## config.mk

```make
export PLATFORM = sky130hd
export DESIGN_NAME = quad_paddle_decoder_flat
export DESIGN_NICKNAME = d
export VERILOG_FILES = /design/src/rtl/pong_pkg.sv /design/src/rtl/quad_paddle_decoder_if.sv /design/src/rtl/quad_chan_filter.sv /design/src/rtl/quad_paddle_decoder.sv /design/src/flat_wrapper.sv
export SDC_FILE = /design/constraint.sdc
export NUM_CORES = 1
export LEC_CHECK = 0
export BUFFER_PORTS_ARGS = -buffer_cell sky130_fd_sc_hd__buf_2
export CORE_ASPECT_RATIO = 2
export CORE_UTILIZATION = 40
export CTS_BUF_LIST = sky130_fd_sc_hd__clkbuf_4
export DETAILED_ROUTE_END_ITERATION = 16
export GPL_TIMING_DRIVEN = 1
export SLEW_MARGIN = 20
export SYNTH_ARGS = -nofsm -noshare
export SYNTH_HDL_FRONTEND = slang
export SYNTH_SLANG_ARGS = --single-unit
```

## constraint.sdc

```tcl
create_clock -name clk -period 4.24 [get_ports clk]
set_clock_uncertainty 0.15 [all_clocks]
set_input_delay 1.272 -clock clk [delete_from_list [all_inputs] [get_ports clk]]
set_output_delay 1.272 -clock clk [all_outputs]
set_load 0.005 [all_outputs]
```

## src/rtl/pong_pkg.sv

```systemverilog
// Shared types, constants and helpers for the pong paddle front-end.
package pong_pkg;

  localparam int POS_W_DEF = 9;

  // Gray codes of the forward (up) sequence, written {A,B}.
  localparam logic [1:0] GRAY_UP_0 = 2'b00;
  localparam logic [1:0] GRAY_UP_1 = 2'b01;
  localparam logic [1:0] GRAY_UP_2 = 2'b11;
  localparam logic [1:0] GRAY_UP_3 = 2'b10;

  typedef enum logic [1:0] {
    EV_NONE = 2'd0,
    EV_UP   = 2'd1,
    EV_DOWN = 2'd2,
    EV_ERR  = 2'd3
  } quad_ev_e;

  // Adds a -1/0/+1 step to a signed byte, clamping at +127 / -128.
  function automatic logic signed [7:0] sat_add8(input logic signed [7:0] a,
                                                 input logic signed [1:0] b);
    logic signed [8:0] s;
    s = 9'(a) + 9'(b);
    if (s > 9'sd127) return 8'sd127;
    if (s < -9'sd128) return -8'sd128;
    return s[7:0];
  endfunction

endpackage

```

## src/rtl/quad_paddle_decoder_if.sv

```systemverilog
// Encoder inputs, game-stage controls and decoded paddle outputs as one bundle.
interface quad_paddle_decoder_if
  import pong_pkg::*;
#(
  parameter int POS_W = POS_W_DEF
) ();

  logic             quadA;
  logic             quadB;
  logic             frame_tick;
  logic             clear;
  logic [POS_W-1:0] position;
  logic             step_up;
  logic             step_down;
  logic             quad_err;
  logic [7:0]       err_count;
  logic [7:0]       delta;
  logic             delta_valid;

  // Pulses are single-cycle strobes; there is no backpressure on any output.
  modport master (
    output quadA, quadB, frame_tick, clear,
    input  position, step_up, step_down, quad_err, err_count, delta, delta_valid
  );

  modport slave (
    input  quadA, quadB, frame_tick, clear,
    output position, step_up, step_down, quad_err, err_count, delta, delta_valid
  );

endinterface

```

## src/rtl/quad_chan_filter.sv

```systemverilog
// One encoder channel: multi-flop synchroniser followed by a persistence filter.
module quad_chan_filter #(
  parameter int SYNC_STAGES = 2,
  parameter int FILT_LEN    = 4
) (
  input  logic clk,
  input  logic rst_n,
  input  logic raw_i,
  output logic filt_o
);

  localparam int CNT_W = $clog2(FILT_LEN + 1);
  localparam logic [CNT_W-1:0] CNT_LAST = CNT_W'(FILT_LEN - 1);

  logic [SYNC_STAGES-1:0] sync_q;
  logic                   synced;
  logic                   filt_q, filt_d;
  logic [CNT_W-1:0]       cnt_q, cnt_d;

  assign synced = sync_q[SYNC_STAGES-1];
  assign filt_o = filt_q;

  // A new level is accepted only after FILT_LEN consecutive differing samples.
  always_comb begin
    filt_d = filt_q;
    cnt_d  = cnt_q;
    if (synced == filt_q) begin
      cnt_d = '0;
    end else if (cnt_q == CNT_LAST) begin
      filt_d = synced;
      cnt_d  = '0;
    end else begin
      cnt_d = cnt_q + 1'b1;
    end
  end

  always_ff @(posedge clk or negedge rst_n) begin
    if (!rst_n) begin
      sync_q <= '0;
      filt_q <= 1'b0;
      cnt_q  <= '0;
    end else begin
      sync_q <= {sync_q[SYNC_STAGES-2:0], raw_i};
      filt_q <= filt_d;
      cnt_q  <= cnt_d;
    end
  end

endmodule

```

## src/rtl/quad_paddle_decoder.sv

```systemverilog
// Quadrature paddle decoder: x4 decode, saturating position, error count, per-frame delta.
module quad_paddle_decoder
  import pong_pkg::*;
#(
  parameter int POS_W       = POS_W_DEF,
  parameter int POS_MAX     = 511,
  parameter int POS_INIT    = 0,
  parameter int SYNC_STAGES = 2,
  parameter int FILT_LEN    = 4,
  parameter int DIR_INVERT  = 0
) (
  input logic                  clk,
  input logic                  rst_n,
  quad_paddle_decoder_if.slave bus
);

  localparam logic [POS_W-1:0] POS_MAX_V  = POS_W'(POS_MAX);
  localparam logic [POS_W-1:0] POS_INIT_V = POS_W'(POS_INIT);
  localparam logic             INVERT     = (DIR_INVERT != 0);

  logic             filt_a, filt_b;
  logic [1:0]       prev_q;
  logic             a_chg, b_chg;
  quad_ev_e         ev;
  logic signed [1:0] step_val;

  logic [POS_W-1:0] pos_q, pos_d;
  logic [7:0]       err_cnt_q, err_cnt_d;
  logic signed [7:0] acc_q, acc_d;
  logic signed [7:0] delta_q, delta_d;
  logic             dv_q, dv_d;
  logic             up_q, down_q, err_q;

  quad_chan_filter #(.SYNC_STAGES(SYNC_STAGES), .FILT_LEN(FILT_LEN)) u_filt_a (
    .clk(clk), .rst_n(rst_n), .raw_i(bus.quadA), .filt_o(filt_a)
  );

  quad_chan_filter #(.SYNC_STAGES(SYNC_STAGES), .FILT_LEN(FILT_LEN)) u_filt_b (
    .clk(clk), .rst_n(rst_n), .raw_i(bus.quadB), .filt_o(filt_b)
  );

  assign a_chg = prev_q[1] ^ filt_a;
  assign b_chg = prev_q[0] ^ filt_b;

  // Single-channel change is forward when old A differs from new B.
  always_comb begin
    ev = EV_NONE;
    if (a_chg && b_chg) begin
      ev = EV_ERR;
    end else if (a_chg || b_chg) begin
      ev = ((prev_q[1] != filt_b) ^ INVERT) ? EV_UP : EV_DOWN;
    end
  end

  assign step_val = (ev == EV_UP)   ? 2'sb01 :
                    (ev == EV_DOWN) ? 2'sb11 : 2'sb00;

  always_comb begin
    pos_d     = pos_q;
    err_cnt_d = err_cnt_q;
    acc_d     = acc_q;
    delta_d   = delta_q;
    dv_d      = 1'b0;

    if (bus.clear) begin
      pos_d = POS_INIT_V;
    end else if (ev == EV_UP && pos_q != POS_MAX_V) begin
      pos_d = pos_q + 1'b1;
    end else if (ev == EV_DOWN && pos_q != '0) begin
      pos_d = pos_q - 1'b1;
    end

    if (ev == EV_ERR && err_cnt_q != 8'hFF) begin
      err_cnt_d = err_cnt_q + 8'd1;
    end

    // A step landing on the tick closes into this frame's delta.
    if (bus.frame_tick) begin
      delta_d = bus.clear ? 8'sd0 : sat_add8(acc_q, step_val);
      acc_d   = '0;
      dv_d    = 1'b1;
    end else if (bus.clear) begin
      acc_d = '0;
    end else begin
      acc_d = sat_add8(acc_q, step_val);
    end
  end

  always_ff @(posedge clk or negedge rst_n) begin
    if (!rst_n) begin
      prev_q    <= 2'b00;
      pos_q     <= POS_INIT_V;
      err_cnt_q <= '0;
      acc_q     <= '0;
      delta_q   <= '0;
      dv_q      <= 1'b0;
      up_q      <= 1'b0;
      down_q    <= 1'b0;
      err_q     <= 1'b0;
    end else begin
      prev_q    <= {filt_a, filt_b};
      pos_q     <= pos_d;
      err_cnt_q <= err_cnt_d;
      acc_q     <= acc_d;
      delta_q   <= delta_d;
      dv_q      <= dv_d;
      up_q      <= (ev == EV_UP);
      down_q    <= (ev == EV_DOWN);
      err_q     <= (ev == EV_ERR);
    end
  end

  assign bus.position    = pos_q;
  assign bus.step_up     = up_q;
  assign bus.step_down   = down_q;
  assign bus.quad_err    = err_q;
  assign bus.err_count   = err_cnt_q;
  assign bus.delta       = delta_q;
  assign bus.delta_valid = dv_q;

endmodule

```

## src/flat_wrapper.sv

```systemverilog
// flat-port wrapper written by rule: the top's interface ports become plain ports
module quad_paddle_decoder_flat import pong_pkg::*;
#(
  parameter int POS_W       = POS_W_DEF,
  parameter int POS_MAX     = 511,
  parameter int POS_INIT    = 0,
  parameter int SYNC_STAGES = 2,
  parameter int FILT_LEN    = 4,
  parameter int DIR_INVERT  = 0
)
  (clk, rst_n, bus_quadA, bus_quadB, bus_frame_tick, bus_clear, bus_position, bus_step_up, bus_step_down, bus_quad_err, bus_err_count, bus_delta, bus_delta_valid);
  quad_paddle_decoder_if #(.POS_W(POS_W)) bus_i ();
  input logic clk;
  input logic rst_n;
  input wire logic [$bits(bus_i.quadA)-1:0] bus_quadA;
  input wire logic [$bits(bus_i.quadB)-1:0] bus_quadB;
  input wire logic [$bits(bus_i.frame_tick)-1:0] bus_frame_tick;
  input wire logic [$bits(bus_i.clear)-1:0] bus_clear;
  output wire logic [$bits(bus_i.position)-1:0] bus_position;
  output wire logic [$bits(bus_i.step_up)-1:0] bus_step_up;
  output wire logic [$bits(bus_i.step_down)-1:0] bus_step_down;
  output wire logic [$bits(bus_i.quad_err)-1:0] bus_quad_err;
  output wire logic [$bits(bus_i.err_count)-1:0] bus_err_count;
  output wire logic [$bits(bus_i.delta)-1:0] bus_delta;
  output wire logic [$bits(bus_i.delta_valid)-1:0] bus_delta_valid;
  assign bus_i.quadA = bus_quadA;
  assign bus_i.quadB = bus_quadB;
  assign bus_i.frame_tick = bus_frame_tick;
  assign bus_i.clear = bus_clear;
  assign bus_position = bus_i.position;
  assign bus_step_up = bus_i.step_up;
  assign bus_step_down = bus_i.step_down;
  assign bus_quad_err = bus_i.quad_err;
  assign bus_err_count = bus_i.err_count;
  assign bus_delta = bus_i.delta;
  assign bus_delta_valid = bus_i.delta_valid;
  quad_paddle_decoder #(.POS_W(POS_W), .POS_MAX(POS_MAX), .POS_INIT(POS_INIT), .SYNC_STAGES(SYNC_STAGES), .FILT_LEN(FILT_LEN), .DIR_INVERT(DIR_INVERT)) u_core (.clk(clk), .rst_n(rst_n), .bus(bus_i));
endmodule
```

Yosys cells after proc, flatten, opt, wreduce, memory -nomap -nowiden

Cells that the tools add are included.

Register bits: 51
Input port bits: 6
Logic and storage cells: 78

Add/sub/neg operators: 6
Magnitude comparators: 2
Eq/ne operators: 10
Muxes and demuxes: 32
Bitwise operators: 4
Reduce and logical (&&, ||, !) cells: 9

Operator list:

| operator                                                      | number |
|---|---|
| two-way mux 8 bit                                             | 9 |
| two-way mux 9 bit                                             | 3 |
| two-way mux 3 bit                                             | 4 |
| two-way mux 1 bit                                             | 11 |
| two-way mux 2 bit                                             | 5 |
| adder 8 x 2 -> 9 bit                                          | 1 |
| adder 9 x 1 -> 9 bit, second input constant                   | 1 |
| greater-than comparator 9 x 8 -> 1 bit, second input constant | 1 |
| < comparator 9 x 8 -> 1 bit, second input constant            | 1 |
| != test 9 bit, second input constant                          | 1 |
| nonzero test 9 bit                                            | 1 |
| subtractor 9 x 1 -> 9 bit, second input constant              | 1 |
| adder 8 x 1 -> 8 bit, second input constant                   | 1 |
| != test 8 bit, second input constant                          | 1 |
| adder 3 x 1 -> 3 bit, second input constant                   | 2 |
| equality test 3 x 2 -> 1 bit, second input constant           | 2 |
| equality test 2 bit, second input constant                    | 2 |
| logical AND 1 bit                                             | 4 |
| AND reduction 2 bit                                           | 2 |
| nonzero test 3 bit                                            | 1 |
| equality test 1 bit                                           | 2 |
| equality test 2 x 1 -> 1 bit, second input constant           | 1 |
| inverter 1 bit                                                | 2 |
| XOR 1 bit                                                     | 2 |
| 2 further kinds                                               | 2 |

Longest topological paths before layout

Depth after elaboration: 19
Mapped depth: 13
Mapped depth without buffers: 13

Cells and area by module

A second synthesis with hierarchy kept.

Cells, all modules: 257
Area total of the unflattened synthesis: 2771.4 um^2

Modules (own cells, without submodules):

| module              | instances | cells each | area each (um^2) |
|---|---|---|---|
| quad_paddle_decoder | 1         | 231        | 2338.5 |
| quad_chan_filter    | 2         | 13         | 216.5 |

Worst setup path before layout

OpenSTA, ideal clock, no wires.

Path kind: register to register
Start point: reg u_core.pos_q[7], in the netlist u_core.bus.position[7]
End point: reg u_core.pos_q[8], in the netlist u_core.bus.position[8]
Arrival time: 2.769 ns
Required time: 3.959 ns
Slack: 1.190 ns
Cell stages (with the launch flop): 11
Path buffers: 0
Clock period less this slack: 3.050 ns
Cells stage by stage: dfrtp_1 > nand4_1 > o31ai_1 > inv_1 > fa_1 > nor2b_1 > o21ai_0 > a31oi_1 > mux2i_1 > xnor2_1 > nor2_1

Word-level cells in the longest chain between the ends: 4
Elaborated cells on any way between the ends: 10
Classes of those cells: 2 x add/sub; 1 x eq/ne; 3 x mux; 4 x reduce/logical

RTL lines:

| element                                                    | line                                                 | source |
|---|---|---|
| start: declaration                                         | quad_paddle_decoder.sv:27                            | `logic [POS_W-1:0] pos_q, pos_d;` |
| start signal: assignment                                   | quad_paddle_decoder.sv:102                           | `pos_q <= pos_d;` |
| subtractor 9 x 1 -> 9 bit or != test 9 bit (tied branches) | quad_paddle_decoder.sv:70, quad_paddle_decoder.sv:67 |  |
| two-way mux 9 bit or logical AND 1 bit (tied branches)     | quad_paddle_decoder.sv:69, quad_paddle_decoder.sv:67 |  |
| two-way mux 9 bit                                          | quad_paddle_decoder.sv:67                            | `end else if (ev == EV_UP && pos_q != POS_MAX_V) begin` |
| two-way mux 9 bit                                          | quad_paddle_decoder.sv:65                            | `if (bus.clear) begin` |

Several ways; a longest one is shown, not always the timed one. The select of a mux whose other input is x is not followed.
A chain may end at the register's enable or synchronous reset.

Worst setup path after layout

Start point: reg u_core.u_filt_b.filt_q, in the netlist u_core.u_filt_b.filt_o
End point: reg u_core.delta_q[2], in the netlist u_core.bus.delta[2]

Word-level cells in the longest chain between the ends: 15
Elaborated cells on any way between the ends: 23
Classes of those cells: 1 x add/sub; 2 x order compare; 3 x eq/ne; 14 x mux; 1 x bitwise; 2 x reduce/logical

RTL lines:

| element                                               | line                                                 | source |
|---|---|---|
| start: declaration                                    | quad_chan_filter.sv:17                               | `logic filt_q, filt_d;` |
| start signal: assignment                              | quad_chan_filter.sv:44                               | `filt_q <= filt_d;` |
| != test 1 bit or XOR 1 bit (tied branches)            | quad_paddle_decoder.sv:51, quad_paddle_decoder.sv:43 |  |
| two-way mux 2 bit or logical OR 1 bit (tied branches) | quad_paddle_decoder.sv:51, quad_paddle_decoder.sv:50 |  |
| two-way mux 2 bit                                     | quad_paddle_decoder.sv:50                            | `end else if (a_chg \|\| b_chg) begin` |
| two-way mux 2 bit *                                   | quad_paddle_decoder.sv:48                            | `if (a_chg && b_chg) begin` |
| equality test 2 bit                                   | quad_paddle_decoder.sv:56                            | `(ev == EV_DOWN) ? 2'sb11 : 2'sb00;` |
| two-way mux 2 bit                                     | quad_paddle_decoder.sv:56                            |  |
| two-way mux 2 bit *                                   | quad_paddle_decoder.sv:55                            | `assign step_val = (ev == EV_UP) ? 2'sb01 :` |
| adder 8 x 2 -> 9 bit *                                | pong_pkg.sv:23                                       | `s = 9'(a) + 9'(b);` |
| < comparator 9 x 8 -> 1 bit                           | pong_pkg.sv:25                                       | `if (s < -9'sd128) return -8'sd128;` |
| two-way mux 1 bit (2 in a row)                        | pong_pkg.sv:25                                       |  |
| two-way mux 1 bit                                     | quad_paddle_decoder.sv:78                            | `if (bus.frame_tick) begin` |
| two-way mux 8 bit                                     | pong_pkg.sv:26                                       | `return s[7:0];` |
| two-way mux 8 bit *                                   | pong_pkg.sv:25                                       |  |
| two-way mux 8 bit *                                   | quad_paddle_decoder.sv:79                            | `delta_d = bus.clear ? 8'sd0 : sat_add8(acc_q, step_val);` |
| end signal: assignment                                | quad_paddle_decoder.sv:105                           | `delta_q <= delta_d;` |
| end: declaration                                      | quad_paddle_decoder.sv:30                            | `logic signed [7:0] delta_q, delta_d;` |

Mark *: on every way between the ends. The rest lies on a longest branch, timed or not. The select of a mux whose other input is x is not followed.

==> results.ini <==
[min_path]
hold_start=u_core.u_filt_a.sync_q[0]
hold_end=u_core.u_filt_a.sync_q[1]
holdPathStages=0
hold_path_class=reg -> reg

[placed_design]
portBuffers=34
gp_congestion=0.8183
hpwl_um=4273
pre_cts_ws_ns=0.7794

[cells_and_area]
drive_gt1_frac=0.2526
area_growth_syn_to_layout_pct=11.42
fill_cells=649
nNetsFinal=311
diodes=0

[yosys]
synth_area_leaders=dfrtp_1 (47%), ha_1 (7.3%), xnor2_1 (5.8%)
synth_cell_types=50
yosysWarnings=0
yosysTopAreaCellShare=0.4658
yosysSeqAreaShare=0.4658
async_reset_ff_frac=1.000
syn_area_um2=2740
synth_edf_count=0
synth_area_leader_cell=dfrtp_1
synth_flop_cell=dfrtp_1
syn_area_per_cell_um2=10.96
synthCells=250
synth_nets=273
synth_seq_cells=51

[flow_run]
max_cap_viol_count=0

[setup_path]
ff2ff_path_depth=12
crit_path_end_kind=flop
timing.rr.end=u_core.bus.delta[2]
cp-start-kind=flop
reg2reg_from=u_core.u_filt_b.filt_o
required_ns=4.38
r2r_slack_ns=0.78
crit_fanout=8
cp_data_arrival_time_ns=3.60
path_class=reg -> reg

[clocking]
numCtsBuffers=5
cts-htree-levels=2
post_cts_buffers=0
clock-sinks=51
insertion_delay_ns=0.39
clk_path_buf_depth=2
cts_resized=0
clk_root_buffer_cell=clkbuf_4
ctsHoldBuffers=0
cts_tree=done
path_clk_slew_ns=0.16

[route]
wirelength_um=5485
vias_per_cell=5.082
postRouteAntennaNets=0
vias=1916
dr.pass1.iters=4
drt_iter0_markers=65
drc=0
wire_per_inst_um=14.55

[grt]
grt_usage=0.1744
grt_overflow=0
grt_pass1_vias=1943
grt_pass1_wl_um=9301
antenna_found_initial=0
grt_max_degree=33

[floorplan]
die_y_um=119.1
die_width_um=60.53
start_util=0.4138
die_area_um2=7206
design.core.area_um2=6621
io_pins=35
row_count=42

[timing]
final-setup-viol-count=0
tns_ns=0
rsz0062_at_grt=no
finalHoldViolCount=0
slew_violations=0
worstMarginPinSlew_ns=0.7189
postLayoutSetupSlackWorst_ns=0.7819
max_freq_ghz=0.2892
slew_headroom=0.5208
min_period_over_period=0.8156
period_needed_ns=3.458

[run_status]
status=complete, no violations

cell families after synthesis:
kind of cell	synth area share
and+or+nand+nor	0.1402
adders and majority gates	0.1091
buffers and inverters	0.04703
xor gates and xnor gates	0.08585
DFF	0.4658
AOI/OAI and AO/OA	0.1069
muxes	0.04521
flip-flops by register name (all words and copies together) (netlist names):
register,count
u_core.bus.position,9
u_core.acc_q,8
u_core.bus.delta,8
u_core.bus.err_count,8
u_core.u_filt_a.cnt_q,3
u_core.u_filt_b.cnt_q,3
u_core.prev_q,2
u_core.u_filt_a.sync_q,2
u_core.u_filt_b.sync_q,2
u_core.bus.delta_valid,1
u_core.bus.quad_err,1
u_core.bus.step_down,1
u_core.bus.step_up,1
u_core.u_filt_a.filt_o,1
u_core.u_filt_b.filt_o,1
area by class of cell:
class                      count  area [um2]  area share
clock inverter                 3       22.52    0.007377
inverter                      21       86.33     0.02828
sequential                    51        1276      0.4180
timing repair buffer          36       185.2     0.06066
tap                           88       110.1     0.03607
multi-input combinational    173        1335      0.4373
clock buffer                   5       37.54     0.01230
worst max path at each step:
stage / from / endpoint / slack, ns / cells past startpoint
floorplan: u_core.bus.position[7] / u_core.bus.position[8] / 1.19 / 10
finish: u_core.u_filt_b.filt_o / u_core.bus.delta[2] / 0.78 / 12
detailed placement: u_core.u_filt_b.filt_o / u_core.bus.delta[2] / 0.78 / 12
global placement: u_core.u_filt_b.filt_o / u_core.bus.delta[2] / 0.83 / 12
global route: u_core.u_filt_b.filt_o / u_core.bus.delta[4] / 0.61 / 12
CTS: u_core.u_filt_b.filt_o / u_core.bus.delta[2] / 0.76 / 12
synthesized netlist by cell type (all sizes together) (3+ instances only):
| cell | instances |
|---|---|
| a21o | 3 |
| a21oi | 5 |
| a31oi | 3 |
| dfrtp | 51 |
| ha | 16 |
| inv | 21 |
| maj3 | 7 |
| mux2 | 3 |
| mux2i | 9 |
| nand2 | 13 |
| nand3 | 11 |
| nand4 | 3 |
| nor2 | 24 |
| nor2b | 5 |
| nor3 | 5 |
| nor3b | 3 |
| nor4 | 3 |
| o21ai | 5 |
| o22ai | 9 |
| or3 | 3 |
| xnor2 | 18 |
| xor2 | 8 |
cell usage in the layout (no fill, tap or decap), types with 8 or more instances in the layout:
master	count
dfrtp_1	51
buf_2	34
nor2_1	23
inv_1	19
xnor2_1	18
ha_1	16
nand2_1	12
nand3_1	11
mux2i_1	9
o22ai_2	8
critical path, cell delays in order, from the launching register on:
cell and delay, ns:
dfrtp_1 0.48, xor2_1 0.26, inv_1 0.08, ha_1 0.21, or3_1 0.58, xnor2_1 0.20
ha_1 0.26, nor2_1 0.18, nand2_1 0.10, a21o_1 0.22, a21oi_4 0.28, maj3_2 0.28
o22ai_2 0.07
per-layer routing:
| metal | routed length, um | vias up | track usage | part of all wire |
|---|---|---|---|---|
| li1 | - | 948 | - | - |
| met1 | 2098 | 929 | 0.1863 | 0.38 |
| met2 | 3151 | 33 | 0.3173 | 0.57 |
| met3 | 125 | 6 | 0.03257 | 0.023 |
| met4 | 109 | 0 | 0.06960 | 0.020 |
| met5 | 0 | - | 0 | 0 |
through the flow:
step | area (um2) | hold WS [ns] | std cells | util
CTS | 3053 | 0.2248 | 377 | 0.4611
global placement | 2993 | 0.1940 | 369 | 0.4520
global route | 3053 | 0.2470 | 377 | 0.4611
detailed placement | 2993 | 0.1951 | 369 | 0.4520
finish | 3053 | 0.2174 | 377 | 0.4611
floorplan | 2740 | 0.1812 | 250 | -
Power is not shown: default switching activity piles up to over one toggle a cycle in this logic, so the estimate is an artifact.
